**config.mk**
```make
export PLATFORM = sky130hd
export DESIGN_NAME = regbank_8_flat
export DESIGN_NICKNAME = d
export VERILOG_FILES = /design/src/rtl/regbank_8_pkg.sv /design/src/rtl/regbank_8_if.sv /design/src/rtl/regbank_8_reg_general.sv /design/src/rtl/regbank_8.sv /design/src/flat_wrapper.sv
export SDC_FILE = /design/constraint.sdc
export NUM_CORES = 1
export LEC_CHECK = 0
export BUFFER_PORTS_ARGS = -buffer_cell sky130_fd_sc_hd__buf_2
export CAP_MARGIN = 5
export CORE_MARGIN = 2
export CORE_UTILIZATION = 52
export DETAILED_ROUTE_END_ITERATION = 16
export PLACE_DENSITY = 0.78
export SETUP_SLACK_MARGIN = 0.15
export SYNTH_ARGS = -nofsm -noshare
export SYNTH_HDL_FRONTEND = slang
export SYNTH_SLANG_ARGS = --single-unit
```
**constraint.sdc**
```tcl
create_clock -name REGBANK_8_CLOCK_50 -period 12.89 [get_ports REGBANK_8_CLOCK_50]
set_clock_uncertainty 0.15 [all_clocks]
set_input_delay 3.867 -clock REGBANK_8_CLOCK_50 [delete_from_list [all_inputs] [get_ports REGBANK_8_CLOCK_50]]
set_output_delay 3.867 -clock REGBANK_8_CLOCK_50 [all_outputs]
set_load 0.1 [all_outputs]
```
**src/rtl/regbank_8_pkg.sv**
```systemverilog
// Shared constants for the eight-register bank: widths, the one-hot-low
// select codes and the scan FSM state encoding.
package regbank_8_pkg;

  localparam int DATAWIDTH_BUS_DEF = 32;
  localparam int DATAWIDTH_SEL_DEF = 8;

  localparam logic [7:0] SEL_CH0  = 8'b1111_1110;
  localparam logic [7:0] SEL_CH1  = 8'b1111_1101;
  localparam logic [7:0] SEL_CH2  = 8'b1111_1011;
  localparam logic [7:0] SEL_CH3  = 8'b1111_0111;
  localparam logic [7:0] SEL_CH4  = 8'b1110_1111;
  localparam logic [7:0] SEL_CH5  = 8'b1101_1111;
  localparam logic [7:0] SEL_CH6  = 8'b1011_1111;
  localparam logic [7:0] SEL_CH7  = 8'b0111_1111;
  localparam logic [7:0] SEL_NONE = 8'b1111_1111;

  typedef enum logic {
    ST_IDLE = 1'b0,
    ST_SCAN = 1'b1
  } scan_state_e;

endpackage

```
**src/rtl/regbank_8_if.sv**
```systemverilog
// Bus bundle of the register bank.
// All strobes are level-sampled on the rising clock edge; there is no
// valid/ready back-pressure: a write or scan request is taken the edge it is seen.
interface regbank_8_if
  import regbank_8_pkg::*;
#(
   parameter int DATAWIDTH_BUS = DATAWIDTH_BUS_DEF,
   parameter int DATAWIDTH_SEL = DATAWIDTH_SEL_DEF
) ();
   logic                     REGBANK_8_clear_InLow;
   logic                     REGBANK_8_write_InLow;
   logic [DATAWIDTH_SEL-1:0] REGBANK_8_writeSel_InBUS;
   logic [DATAWIDTH_BUS-1:0] REGBANK_8_data_InBUS;
   logic                     REGBANK_8_scanStart_InLow;
   logic [DATAWIDTH_BUS-1:0] REGBANK_8_data0_OutBUS;
   logic [DATAWIDTH_BUS-1:0] REGBANK_8_data1_OutBUS;
   logic [DATAWIDTH_BUS-1:0] REGBANK_8_data2_OutBUS;
   logic [DATAWIDTH_BUS-1:0] REGBANK_8_data3_OutBUS;
   logic [DATAWIDTH_BUS-1:0] REGBANK_8_data4_OutBUS;
   logic [DATAWIDTH_BUS-1:0] REGBANK_8_data5_OutBUS;
   logic [DATAWIDTH_BUS-1:0] REGBANK_8_data6_OutBUS;
   logic [DATAWIDTH_BUS-1:0] REGBANK_8_data7_OutBUS;
   logic [DATAWIDTH_SEL-1:0] REGBANK_8_readSel_OutBUS;
   logic                     REGBANK_8_scanBusy_Out;
   logic                     REGBANK_8_writeErr_Out;
   scan_state_e              REGBANK_8_state_OutDbg;

   modport master (
      output REGBANK_8_clear_InLow, REGBANK_8_write_InLow, REGBANK_8_writeSel_InBUS,
             REGBANK_8_data_InBUS, REGBANK_8_scanStart_InLow,
      input  REGBANK_8_data0_OutBUS, REGBANK_8_data1_OutBUS, REGBANK_8_data2_OutBUS,
             REGBANK_8_data3_OutBUS, REGBANK_8_data4_OutBUS, REGBANK_8_data5_OutBUS,
             REGBANK_8_data6_OutBUS, REGBANK_8_data7_OutBUS, REGBANK_8_readSel_OutBUS,
             REGBANK_8_scanBusy_Out, REGBANK_8_writeErr_Out, REGBANK_8_state_OutDbg
   );

   modport slave (
      input  REGBANK_8_clear_InLow, REGBANK_8_write_InLow, REGBANK_8_writeSel_InBUS,
             REGBANK_8_data_InBUS, REGBANK_8_scanStart_InLow,
      output REGBANK_8_data0_OutBUS, REGBANK_8_data1_OutBUS, REGBANK_8_data2_OutBUS,
             REGBANK_8_data3_OutBUS, REGBANK_8_data4_OutBUS, REGBANK_8_data5_OutBUS,
             REGBANK_8_data6_OutBUS, REGBANK_8_data7_OutBUS, REGBANK_8_readSel_OutBUS,
             REGBANK_8_scanBusy_Out, REGBANK_8_writeErr_Out, REGBANK_8_state_OutDbg
   );
endinterface

```
**src/rtl/regbank_8_reg_general.sv**
```systemverilog
// One storage word: async reset, synchronous clear (dominant), load enable.
module reg_general #(
   parameter int WIDTH = 32
) (
   input  logic             clk_i,
   input  logic             rst_i,
   input  logic             clear_i,
   input  logic             load_i,
   input  logic [WIDTH-1:0] d_i,
   output logic [WIDTH-1:0] q_o
);
   logic [WIDTH-1:0] word_q;
   logic [WIDTH-1:0] word_d;

   always_comb begin
      word_d = word_q;
      if (clear_i)     word_d = '0;
      else if (load_i) word_d = d_i;
   end

   always_ff @(posedge clk_i or posedge rst_i) begin
      if (rst_i) word_q <= '0;
      else       word_q <= word_d;
   end

   assign q_o = word_q;
endmodule

```
**src/rtl/regbank_8.sv**
```systemverilog
// Eight-word register bank with one-hot-low write decode, sticky write-error
// flag and a scan FSM that walks an active-low read select across all eight words.
module regbank_8
  import regbank_8_pkg::*;
#(
   parameter int DATAWIDTH_BUS = DATAWIDTH_BUS_DEF,
   parameter int DATAWIDTH_SEL = DATAWIDTH_SEL_DEF
) (
   input  logic        REGBANK_8_CLOCK_50,
   input  logic        REGBANK_8_RESET_InHigh,
   regbank_8_if.slave  bus
);
   logic                     clr;
   logic                     wr;
   logic                     sel_ok;
   logic [DATAWIDTH_BUS-1:0] word_w [8];
   logic                     werr_q, werr_d;
   scan_state_e              state_q, state_d;
   logic [DATAWIDTH_SEL-1:0] readsel_q, readsel_d;

   assign clr    = ~bus.REGBANK_8_clear_InLow;
   assign wr     = ~bus.REGBANK_8_write_InLow;
   assign sel_ok = ($countones(~bus.REGBANK_8_writeSel_InBUS) == 1);

   for (genvar n = 0; n < 8; n++) begin : g_word
      reg_general #(.WIDTH(DATAWIDTH_BUS)) u_reg (
         .clk_i   (REGBANK_8_CLOCK_50),
         .rst_i   (REGBANK_8_RESET_InHigh),
         .clear_i (clr),
         .load_i  (wr && sel_ok && !bus.REGBANK_8_writeSel_InBUS[n]),
         .d_i     (bus.REGBANK_8_data_InBUS),
         .q_o     (word_w[n])
      );
   end

   always_comb begin
      werr_d = werr_q;
      if (clr)              werr_d = 1'b0;
      else if (wr && !sel_ok) werr_d = 1'b1;
   end

   // readSel is a plain rotate: it starts at channel 0 and wraps back to
   // channel 0 on the final scan edge, so it is never all-ones or multi-low.
   always_comb begin
      state_d   = state_q;
      readsel_d = readsel_q;
      case (state_q)
         ST_IDLE: begin
            if (!bus.REGBANK_8_scanStart_InLow) begin
               state_d   = ST_SCAN;
               readsel_d = SEL_CH0[DATAWIDTH_SEL-1:0];
            end
         end
         ST_SCAN: begin
            readsel_d = {readsel_q[DATAWIDTH_SEL-2:0], readsel_q[DATAWIDTH_SEL-1]};
            if (!readsel_q[DATAWIDTH_SEL-1]) state_d = ST_IDLE;
         end
         default: begin
            state_d   = ST_IDLE;
            readsel_d = SEL_CH0[DATAWIDTH_SEL-1:0];
         end
      endcase
   end

   always_ff @(posedge REGBANK_8_CLOCK_50 or posedge REGBANK_8_RESET_InHigh) begin
      if (REGBANK_8_RESET_InHigh) begin
         state_q   <= ST_IDLE;
         readsel_q <= SEL_CH0[DATAWIDTH_SEL-1:0];
         werr_q    <= 1'b0;
      end else begin
         state_q   <= state_d;
         readsel_q <= readsel_d;
         werr_q    <= werr_d;
      end
   end

   assign bus.REGBANK_8_data0_OutBUS   = word_w[0];
   assign bus.REGBANK_8_data1_OutBUS   = word_w[1];
   assign bus.REGBANK_8_data2_OutBUS   = word_w[2];
   assign bus.REGBANK_8_data3_OutBUS   = word_w[3];
   assign bus.REGBANK_8_data4_OutBUS   = word_w[4];
   assign bus.REGBANK_8_data5_OutBUS   = word_w[5];
   assign bus.REGBANK_8_data6_OutBUS   = word_w[6];
   assign bus.REGBANK_8_data7_OutBUS   = word_w[7];
   assign bus.REGBANK_8_readSel_OutBUS = readsel_q;
   assign bus.REGBANK_8_scanBusy_Out   = (state_q == ST_SCAN);
   assign bus.REGBANK_8_writeErr_Out   = werr_q;
   assign bus.REGBANK_8_state_OutDbg   = state_q;
endmodule

```
**src/flat_wrapper.sv**
```systemverilog
// flat-port wrapper written by rule: the top's interface ports become plain ports
module regbank_8_flat import regbank_8_pkg::*;
#(
   parameter int DATAWIDTH_BUS = DATAWIDTH_BUS_DEF,
   parameter int DATAWIDTH_SEL = DATAWIDTH_SEL_DEF
)
  (REGBANK_8_CLOCK_50, REGBANK_8_RESET_InHigh, bus_REGBANK_8_clear_InLow, bus_REGBANK_8_write_InLow, bus_REGBANK_8_writeSel_InBUS, bus_REGBANK_8_data_InBUS, bus_REGBANK_8_scanStart_InLow, bus_REGBANK_8_data0_OutBUS, bus_REGBANK_8_data1_OutBUS, bus_REGBANK_8_data2_OutBUS, bus_REGBANK_8_data3_OutBUS, bus_REGBANK_8_data4_OutBUS, bus_REGBANK_8_data5_OutBUS, bus_REGBANK_8_data6_OutBUS, bus_REGBANK_8_data7_OutBUS, bus_REGBANK_8_readSel_OutBUS, bus_REGBANK_8_scanBusy_Out, bus_REGBANK_8_writeErr_Out, bus_REGBANK_8_state_OutDbg);
  regbank_8_if #(.DATAWIDTH_BUS(DATAWIDTH_BUS), .DATAWIDTH_SEL(DATAWIDTH_SEL)) bus_i ();
  input  logic REGBANK_8_CLOCK_50;
  input  logic REGBANK_8_RESET_InHigh;
  input wire logic [$bits(bus_i.REGBANK_8_clear_InLow)-1:0] bus_REGBANK_8_clear_InLow;
  input wire logic [$bits(bus_i.REGBANK_8_write_InLow)-1:0] bus_REGBANK_8_write_InLow;
  input wire logic [$bits(bus_i.REGBANK_8_writeSel_InBUS)-1:0] bus_REGBANK_8_writeSel_InBUS;
  input wire logic [$bits(bus_i.REGBANK_8_data_InBUS)-1:0] bus_REGBANK_8_data_InBUS;
  input wire logic [$bits(bus_i.REGBANK_8_scanStart_InLow)-1:0] bus_REGBANK_8_scanStart_InLow;
  output wire logic [$bits(bus_i.REGBANK_8_data0_OutBUS)-1:0] bus_REGBANK_8_data0_OutBUS;
  output wire logic [$bits(bus_i.REGBANK_8_data1_OutBUS)-1:0] bus_REGBANK_8_data1_OutBUS;
  output wire logic [$bits(bus_i.REGBANK_8_data2_OutBUS)-1:0] bus_REGBANK_8_data2_OutBUS;
  output wire logic [$bits(bus_i.REGBANK_8_data3_OutBUS)-1:0] bus_REGBANK_8_data3_OutBUS;
  output wire logic [$bits(bus_i.REGBANK_8_data4_OutBUS)-1:0] bus_REGBANK_8_data4_OutBUS;
  output wire logic [$bits(bus_i.REGBANK_8_data5_OutBUS)-1:0] bus_REGBANK_8_data5_OutBUS;
  output wire logic [$bits(bus_i.REGBANK_8_data6_OutBUS)-1:0] bus_REGBANK_8_data6_OutBUS;
  output wire logic [$bits(bus_i.REGBANK_8_data7_OutBUS)-1:0] bus_REGBANK_8_data7_OutBUS;
  output wire logic [$bits(bus_i.REGBANK_8_readSel_OutBUS)-1:0] bus_REGBANK_8_readSel_OutBUS;
  output wire logic [$bits(bus_i.REGBANK_8_scanBusy_Out)-1:0] bus_REGBANK_8_scanBusy_Out;
  output wire logic [$bits(bus_i.REGBANK_8_writeErr_Out)-1:0] bus_REGBANK_8_writeErr_Out;
  output wire logic [$bits(bus_i.REGBANK_8_state_OutDbg)-1:0] bus_REGBANK_8_state_OutDbg;
  assign bus_i.REGBANK_8_clear_InLow = bus_REGBANK_8_clear_InLow;
  assign bus_i.REGBANK_8_write_InLow = bus_REGBANK_8_write_InLow;
  assign bus_i.REGBANK_8_writeSel_InBUS = bus_REGBANK_8_writeSel_InBUS;
  assign bus_i.REGBANK_8_data_InBUS = bus_REGBANK_8_data_InBUS;
  assign bus_i.REGBANK_8_scanStart_InLow = bus_REGBANK_8_scanStart_InLow;
  assign bus_REGBANK_8_data0_OutBUS = bus_i.REGBANK_8_data0_OutBUS;
  assign bus_REGBANK_8_data1_OutBUS = bus_i.REGBANK_8_data1_OutBUS;
  assign bus_REGBANK_8_data2_OutBUS = bus_i.REGBANK_8_data2_OutBUS;
  assign bus_REGBANK_8_data3_OutBUS = bus_i.REGBANK_8_data3_OutBUS;
  assign bus_REGBANK_8_data4_OutBUS = bus_i.REGBANK_8_data4_OutBUS;
  assign bus_REGBANK_8_data5_OutBUS = bus_i.REGBANK_8_data5_OutBUS;
  assign bus_REGBANK_8_data6_OutBUS = bus_i.REGBANK_8_data6_OutBUS;
  assign bus_REGBANK_8_data7_OutBUS = bus_i.REGBANK_8_data7_OutBUS;
  assign bus_REGBANK_8_readSel_OutBUS = bus_i.REGBANK_8_readSel_OutBUS;
  assign bus_REGBANK_8_scanBusy_Out = bus_i.REGBANK_8_scanBusy_Out;
  assign bus_REGBANK_8_writeErr_Out = bus_i.REGBANK_8_writeErr_Out;
  assign bus_REGBANK_8_state_OutDbg = bus_i.REGBANK_8_state_OutDbg;
  regbank_8 #(.DATAWIDTH_BUS(DATAWIDTH_BUS), .DATAWIDTH_SEL(DATAWIDTH_SEL)) u_core (.REGBANK_8_CLOCK_50(REGBANK_8_CLOCK_50), .REGBANK_8_RESET_InHigh(REGBANK_8_RESET_InHigh), .bus(bus_i));
endmodule
```
Word-level counts from Yosys, hierarchy flattened
Index checks and enable logic that the tools add are counted.
{ "totals": {"regBits": 266, "wordCells": 74} }
{ "op_classes": {"reduce_logical": 19, "addsub": 7, "n_eq_ne": 11, "bitwise": 3, "muxes": 23} }
{ "ops": {"columns": ["op", "count"], "rows": [
  ["32-bit 2-to-1 mux", 16],
  ["32-bit adder", 3],
  ["32-bit by 2-bit equality test with 1-bit output (second input constant)", 1],
  ["2-bit by 1-bit inequality test with 1-bit output (second input constant)", 9],
  ["8-bit case mux with 2 select lines", 1],
  ["1-bit logical AND", 10],
  ["1-bit zero test", 9],
  ["1-bit by 1-bit adder with 2-bit output", 4],
  ["8-bit 2-to-1 mux", 1],
  ["8-bit NOT", 1],
  ["1-bit 2-to-1 mux", 4],
  ["2-bit inequality test (second input constant)", 1],
  ["1-bit NOT", 2],
  ["1-bit case mux with 2 select lines", 1]
]} }

Depth between registers and ports, before layout
Gate-level depths: netlist (run 1).
{ "depth": {"word_depth": 9, "ltp_mapped": 12} }

Modules after synthesis
A second synthesis (run 1) with hierarchy kept.
{ "hier_totals": {"hier_cells": 904, "hier_area_um2": 11263.3} }
{ "by_module_without_submodules": {"columns": ["module", "area_per_inst_um2", "cells_each", "n_inst"], "rows": [
  ["reg_general", 1327.5, 104, 8],
  ["regbank_8", 643.1, 72, 1]
]} }

Worst setup path before layout (run 1)
OpenSTA, ideal clock, no wires.
{ "synth_path": {"path_type": "input-to-reg", "start": "input port bus_REGBANK_8_writeSel_InBUS[6]", "end": "register u_core.g_word[4].u_reg.word_q[0]", "path_slack_ns": 5.867, "stages": 12, "path_buffers": 1, "arrival_time_ns": 6.743, "setup_time_ns": 0.130, "t_required_ns": 12.610, "cell_sequence": "inv_1 -> ha_1 -> fa_1 -> inv_1 -> fa_1 -> inv_1 -> ha_1 -> fa_1 -> nor2_8 -> nand4_4 -> buf_6 -> mux2i_1"} }
{ "synth_via": {"elab_chain_cells": 8} }
{ "synth_lines": {"columns": ["element", "line_no", "source"], "rows": [
  ["start: declaration", "flat_wrapper.sv:13", "input wire logic [$bits(bus_i.REGBANK_8_writeSel_InBUS)-1:0] bus_REGBANK_8_writeSel_InBUS;"],
  ["8-bit NOT", "regbank_8.sv:23", "assign sel_ok = ($countones(~bus.REGBANK_8_writeSel_InBUS) == 1);"],
  ["1-bit by 1-bit adder with 2-bit output (not written as such)", "regbank_8.sv:23", null],
  ["32-bit adder (not written as such) (2 in a row)", "regbank_8.sv:23", null],
  ["32-bit by 2-bit equality test with 1-bit output", "regbank_8.sv:23", null],
  ["1-bit logical AND (2 in a row)", "regbank_8.sv:30", ".load_i (wr && sel_ok && !bus.REGBANK_8_writeSel_InBUS[n]),"],
  ["2-bit by 1-bit inequality test with 1-bit output (no line)", null, null],
  ["end signal: assignment", "regbank_8_reg_general.sv:23", "else word_q <= word_d;"],
  ["end: declaration", "regbank_8_reg_general.sv:12", "logic [WIDTH-1:0] word_q;"]
]} }
No other way between the ends.
A chain may end at the register's enable or synchronous reset.

Worst setup path after layout (run 1)
{ "layout_path": {"start": "input port bus_REGBANK_8_writeSel_InBUS[6]", "end": "register u_core.g_word[5].u_reg.word_q[26]"} }
{ "layout_via": {"elab_chain_cells": 8} }
{ "layout_lines": {"columns": ["element", "line_no"], "rows": [
  ["8-bit NOT", "regbank_8.sv:23"],
  ["1-bit by 1-bit adder with 2-bit output (not written as such)", "regbank_8.sv:23"],
  ["32-bit adder (not written as such) (2 in a row)", "regbank_8.sv:23"],
  ["32-bit by 2-bit equality test with 1-bit output", "regbank_8.sv:23"],
  ["1-bit logical AND (2 in a row)", "regbank_8.sv:30"],
  ["2-bit by 1-bit inequality test with 1-bit output (no line)", null],
  ["end signal: assignment", "regbank_8_reg_general.sv:23"],
  ["end: declaration", "regbank_8_reg_general.sv:12"]
]} }
No other way between the ends.

==> impl_metrics.yaml, run 1 <==
outcome:
  status: "finished clean"
global_routing:
  gr-usage-met3_pct: 6.27
  grt.busiest_layer: "met2"
  grt_max_degree: 164
  grt_util_met1_pct: 33.5
  grt_pass1_wl_um: 44800
  gr-total-overflow: 0
  grt_pass1_vias: 8054
  grt.total_usage_pct: 25.2
  grt_use_met2_pct: 41.1
  antenna_found_initial: 1
timing:
  slew_violations: 0
  rsz0062_at_grt: "no"
  finalSetupViolCount: 0
  timing.final.crit_share_pct: 57.8
  tns_ps: 0
  max_freq_mhz: 134
  tightest_slew_ps: 987
  hold_violations: 0
  slew_headroom_pct: 34.1
  fin_crit_ps: 7450
critical_path:
  slowest_stage: "nand4_4"
  worstRegToRegCells: 2
  rr_endpoint: "u_core.bus.REGBANK_8_readSel_OutBUS[3]"
  worstSetupPathType: "in2reg"
  ff2ff_setup_slack_ps: 11740
  worstPathMaxFanout: 32
  cpPeakStageDelay_ps: 800
  worstReg2RegStart: "u_core.bus.REGBANK_8_scanBusy_Out"
  path_cells: "buf_2 -> inv_1 -> ha_1 -> fa_1 -> inv_1 -> fa_1 -> inv_1 -> ha_1 -> fa_1 -> nor2_8 -> nand4_4 -> mux2i_1"
  critPathLaunch: "bus_REGBANK_8_writeSel_InBUS[6]"
  start_kind: "primary input"
  worstPathArrival_ps: 7730
  required_ps: 13160
  end_kind: "flop"
yosys:
  ys_seq_area_share_pct: 59.0
  syn_area_sq_mm: 0.0113
  synth.distinct_cells: 22
  ys_seq_elements: 266
  yosys_warnings: 0
  synth_fp_nets: 991
  syn_avg_cell_area_sq_um: 12.1
  synthCells: 936
worst_hold_path:
  worstHoldStart: "u_core.bus.REGBANK_8_readSel_OutBUS[5]"
  holdPathEnd: "u_core.bus.REGBANK_8_readSel_OutBUS[6]"
  holdPathStages: 2
  hold_path.class: "reg2reg"
clock_network:
  clk_latency_ps: 530
  cts.clk_slew.worst_paths_ps: 60
  cts-htree-levels: 1
  tritoncts: "built"
  clockBufferDepth: 3
  postCtsHoldBufs: 0
  post_cts_buffers: 0
  clkSinkCount: 266
  cts_root_buffer: "clkbuf_16"
  cts_resized: 0
  cts_inserted_buffers: 28
finish:
  seq_area_sq_mm: 0.00667
  fin_util_pct: 64.8
  area_delta_synth_final_pct: 21.5
  multi_input_area_sq_mm: 0.00413
  final_nets: 1276
  final_area_sq_mm: 0.0137
  nFillCells: 1702
  final_common_cell: "buf_2"
  final_cell_mix: "310 x buf_2, 290 x nand2_1, 259 x dfrtp_1, 257 x mux2i_1, 29 x clkbuf_16"
  drive_above_1_share_pct: 30.6
routing:
  drc_errors: 0
  ant_nets: 0
  wl_per_cell_um: 19.2
  drtIter0Drc: 418
  drtPass1Iterations: 4
  vias: 8038
  vias_per_cell: 5.30
  drt-total-wl_um: 29000
power:
  finalPower_mw: 2.41
  powerDensity_mw_per_mm2: 176
  ir_drop_v: 0.000102
  power_leakage_nw: 8.77
floorplanning:
  die_h_um: 151
  die_w_um: 151
  core-area_sq_mm: 0.0212
  ios: 312
  row_count: 53
  dieArea_sq_mm: 0.0229
  start_util_pct: 53.4
place:
  place_area_sq_mm: 0.0128
  gp_congestion: 0.892
  dp_hpwl_um: 18600
  numPortBuffers: 311
flow_run:
  drv_cap: 0
==> report_power, final <==
group	leakage [nW]	internal (mW)	total (mW)	switching, mW
Sequential	3.67	0.896	0.933	0.0371
Clock	0.429	0.438	0.767	0.330
Combinational	4.67	0.121	0.715	0.593
==> worst max-delay path by stage <==
stage                                                   to  slack (ps)  depth (start not counted)
finish                      u_core.g_word[5].u_reg.q_o[26]        5440                         12
global route                 u_core.g_word[5].u_reg.q_o[2]        5290                         12
CTS                         u_core.g_word[5].u_reg.q_o[26]        5440                         12
detailed placement           u_core.g_word[5].u_reg.q_o[2]        4920                         12
global placement             u_core.g_word[3].u_reg.q_o[4]        5040                         12
floorplan           u_core.bus.REGBANK_8_readSel_OutBUS[0]        1560                          1
==> worst max-delay path, delay by kind of cell <==
| family | cells | cell delay (ps) |
|---|---|---|
| adders and majority gates | 5 | 2030 |
| buffers and inverters | 4 | 260 |
| muxes | 1 | 430 |
| and+or+nand+nor | 2 | 1110 |
==> metrics by stage <==
stage | cells | setup WS [ps] | hold slack (ps)
floorplan | 936 | 1560 | 542
global placement | 1466 | 5040 | 313
detailed placement | 1466 | 4920 | 328
CTS | 1515 | 5440 | 341
global route | 1516 | 5290 | 371
finish | 1516 | 5440 | 340
==> cells by family (layout without fill, tap and decap cells) <==
group / after synthesis / in the layout / share of synthesized area (%)
other: 0 / 1 / 0
multiplexers: 257 / 257 / 22.8
adder cells (fa/ha/maj): 10 / 10 / 1.37
AO/OA/AOI/OAI: 10 / 10 / 0.476
buffers and inverters: 80 / 384 / 4.37
flip-flops: 266 / 266 / 59.0
AND/OR/NAND/NOR: 313 / 313 / 12.0
==> flip-flops by register name, indices dropped and copies added, names as in the netlist <==
register	flops
u_core.g_word.u_reg.q_o	256
u_core.bus.REGBANK_8_scanBusy_Out	1
u_core.bus.REGBANK_8_writeErr_Out	1
u_core.bus.REGBANK_8_readSel_OutBUS	8
==> synthesized netlist by cell type, drive strengths merged <==
cell      n  area share [%]
a21oi     7            0.31
a31oi     1           0.055
buf      31             2.7
clkbuf   29            0.96
dfrtp   259              57
dfstp     7             1.6
fa        4            0.71
ha        6            0.66
inv      20            0.66
mux2i   257              23
nand2   290             9.6
nand4     8             1.5
nor2      7            0.38
nor2b     7            0.39
nor3b     1           0.067
o21a      1           0.067
o21ai     1           0.044
==> final cells by class <==
class	count	area share, %
flip-flops and latches	266	48.6
diodes	1	0.0182
inverters	20	0.602
repair buffers	315	11.7
well taps	275	2.51
multi-input cells	590	30.1
clock buffers	37	5.87
clock inverters	12	0.538
==> per-layer routing <==
layer	part of all wire, %	vias up	routed length [um]
met5	0	-	0
met4	2.7	0	777
met3	7.7	56	2230
met2	48	294	13900
met1	42	4027	12200
li1	-	3661	-
No activity file was read; power rests on OpenSTA's default activity.
==> run 2: changes to the inputs <==
Clock period 12.89 ns to 7.6 ns, I/O delays scaled along.
==> run 2 against run 1 <==
  * Combinational power rose by 71%
  * Sequential power up 69%
  * Cell area up 0.98%
  * Via count fell by 1.3%
  * Worst setup slack worse by 3700 ps
  * Sequential cell count unchanged
  * Critical endpoint is now u_core.g_word[6].u_reg.q_o[26]
  * Largest cell class unchanged
  * Largest power group unchanged
  * Highest routed layer unchanged
==> impl_metrics.yaml, run 2 (same netlist as run 1, synthesis figures left out) <==
power:
  power_frac_comb_pct: 28.6
  switching_share_pct: 37.9
  p_int_mw: 2.64
  clockPowerShare_pct: 34.3
  power_leakage_nw: 8.83
  ir_drop_v: 0.000188
  power.switching_mw: 1.61
  powerDensity_mw_per_mm2: 307
  power_frac_seq_pct: 37.1
critical_path:
  required_ps: 7870
  worstSetupPathType: "in2reg"
  worstPathMaxFanout: 32
  slowest_stage: "nand4_4"
  ff2ff_setup_slack_ps: 6470
  end_kind: "flop"
  worstPathArrival_ps: 6090
  path_cells: "buf_2 -> inv_1 -> ha_1 -> fa_1 -> inv_1 -> fa_1 -> inv_1 -> ha_1 -> fa_1 -> nor2_8 -> nand4_4 -> mux2i_1"
  start_kind: "primary input"
  cpPeakStageDelay_ps: 760
timing:
  max_freq_mhz: 172
  slew_violations: 0
  slew_headroom_pct: 34.7
  hold_violations: 0
  setup_slack_ps: 1770
  finalSetupViolCount: 0
  fin_crit_ps: 5830
  tns_ps: 0
  tightest_slew_ps: 977
  timing.final.crit_share_pct: 76.7
  rsz0062_at_grt: "no"
floorplanning:
  start_util_pct: 53.4
  die_w_um: 151
  core-area_sq_mm: 0.0212
  die_h_um: 151
  ios: 312
  dieArea_sq_mm: 0.0229
  row_count: 53
routing:
  drtIter0Drc: 414
  drt-total-wl_um: 29000
  vias_per_cell: 5.23
  wl_per_cell_um: 19.1
  drtPass1Iterations: 6
  ant_nets: 0
  drc_errors: 0
  vias: 7937
finish:
  final_common_cell: "buf_2"
  final_cell_mix: "310 x buf_2, 290 x nand2_1, 259 x dfrtp_1, 257 x mux2i_1, 27 x clkbuf_16"
  drive_above_1_share_pct: 30.5
  final_area_sq_mm: 0.0138
  n_antenna_cell: 0
  largest_reg_flops: 256
  nFillCells: 1624
  final_nets: 1278
  area_delta_synth_final_pct: 22.6
global_routing:
  gr-total-overflow: 0
  antenna_found_initial: 0
  grt_max_degree: 145
  grt.total_usage_pct: 25.3
  grt_pass1_wl_um: 45000
  grt_pass1_vias: 8102
clock_network:
  cts_inserted_buffers: 27
  clkSinkCount: 266
  cts_resized: 0
  postCtsHoldBufs: 0
  cts-htree-levels: 1
  post_cts_buffers: 0
  clk_latency_ps: 520
  tritoncts: "built"
  cts.clk_slew.worst_paths_ps: 60
  cts_root_buffer: "clkbuf_16"
  clockBufferDepth: 3
outcome:
  status: "finished clean"
place:
  gp_congestion: 0.863
  dp_hpwl_um: 18700
  place_ws_ps: 1220
  place_area_sq_mm: 0.0129
  numPortBuffers: 311
flow_run:
  drv_cap: 0
worst_hold_path:
  hold_path.class: "reg2reg"
[run 2: stage by stage]
stage | total power, mW | hold WS [ps] | instances | utilization [%]
after floorplan | 2.63 | 542 | 936 | -
after global placement | 2.81 | 315 | 1469 | 60.8
after detailed placement | 2.83 | 315 | 1469 | 60.8
after CTS | 4.29 | 331 | 1518 | 65.5
after global routing | 4.40 | 349 | 1518 | 65.5
final | 4.26 | 331 | 1518 | 65.5
[run 2: worst paths after layout]
| check | from | to | depth (start not counted) |
|---|---|---|---|
| min in group asynchronous | REGBANK_8_RESET_InHigh | u_core.g_word[0].u_reg.q_o[6] | 2 |
| max in group asynchronous | REGBANK_8_RESET_InHigh | u_core.g_word[5].u_reg.q_o[19] | 3 |
| hold reg to reg | u_core.bus.REGBANK_8_readSel_OutBUS[5] | u_core.bus.REGBANK_8_readSel_OutBUS[6] | 2 |
| setup reg to reg | u_core.bus.REGBANK_8_scanBusy_Out | u_core.bus.REGBANK_8_readSel_OutBUS[7] | 2 |
| hold / removal | u_core.bus.REGBANK_8_readSel_OutBUS[5] | u_core.bus.REGBANK_8_readSel_OutBUS[6] | 2 |
| setup / recovery | bus_REGBANK_8_writeSel_InBUS[6] | u_core.g_word[6].u_reg.q_o[26] | 12 |
[run 2: metal layers]
layer	up-vias	wire (um)	GRT usage (%)
met5	-	0	0
met2	286	13500	40.8
met4	0	944	8.64
li1	3662	-	-
met3	64	2440	6.81
met1	3925	12100	33.3
[run 2: area by class of cell]
type                       instances  area [sq um]  area share, %
sequential                       266          6670           48.1
multi-input combinational        590          4130           29.8
timing repair buffer             318          1640           11.9
clock buffer                      39           781           5.64
tap                              275           344           2.48
clock inverter                    10           204           1.47
inverter                          20          78.8          0.569
[run 2: worst max-delay path: cells and delay by family]
kind / cells / cell delay, ps
buffers and inverters: 4 / 240
adders and majority gates: 5 / 2020
and+or+nand+nor: 2 / 1070
muxes: 1 / 420
[run 2: power by group through the flow]
stage	registers (mW)	clock network, mW	logic, mW
detailed placement	1.60	0	1.22
global route	1.59	1.55	1.26
floorplan	2.27	0	0.359
CTS	1.58	1.48	1.22
global placement	1.60	0	1.21
finish	1.58	1.46	1.22
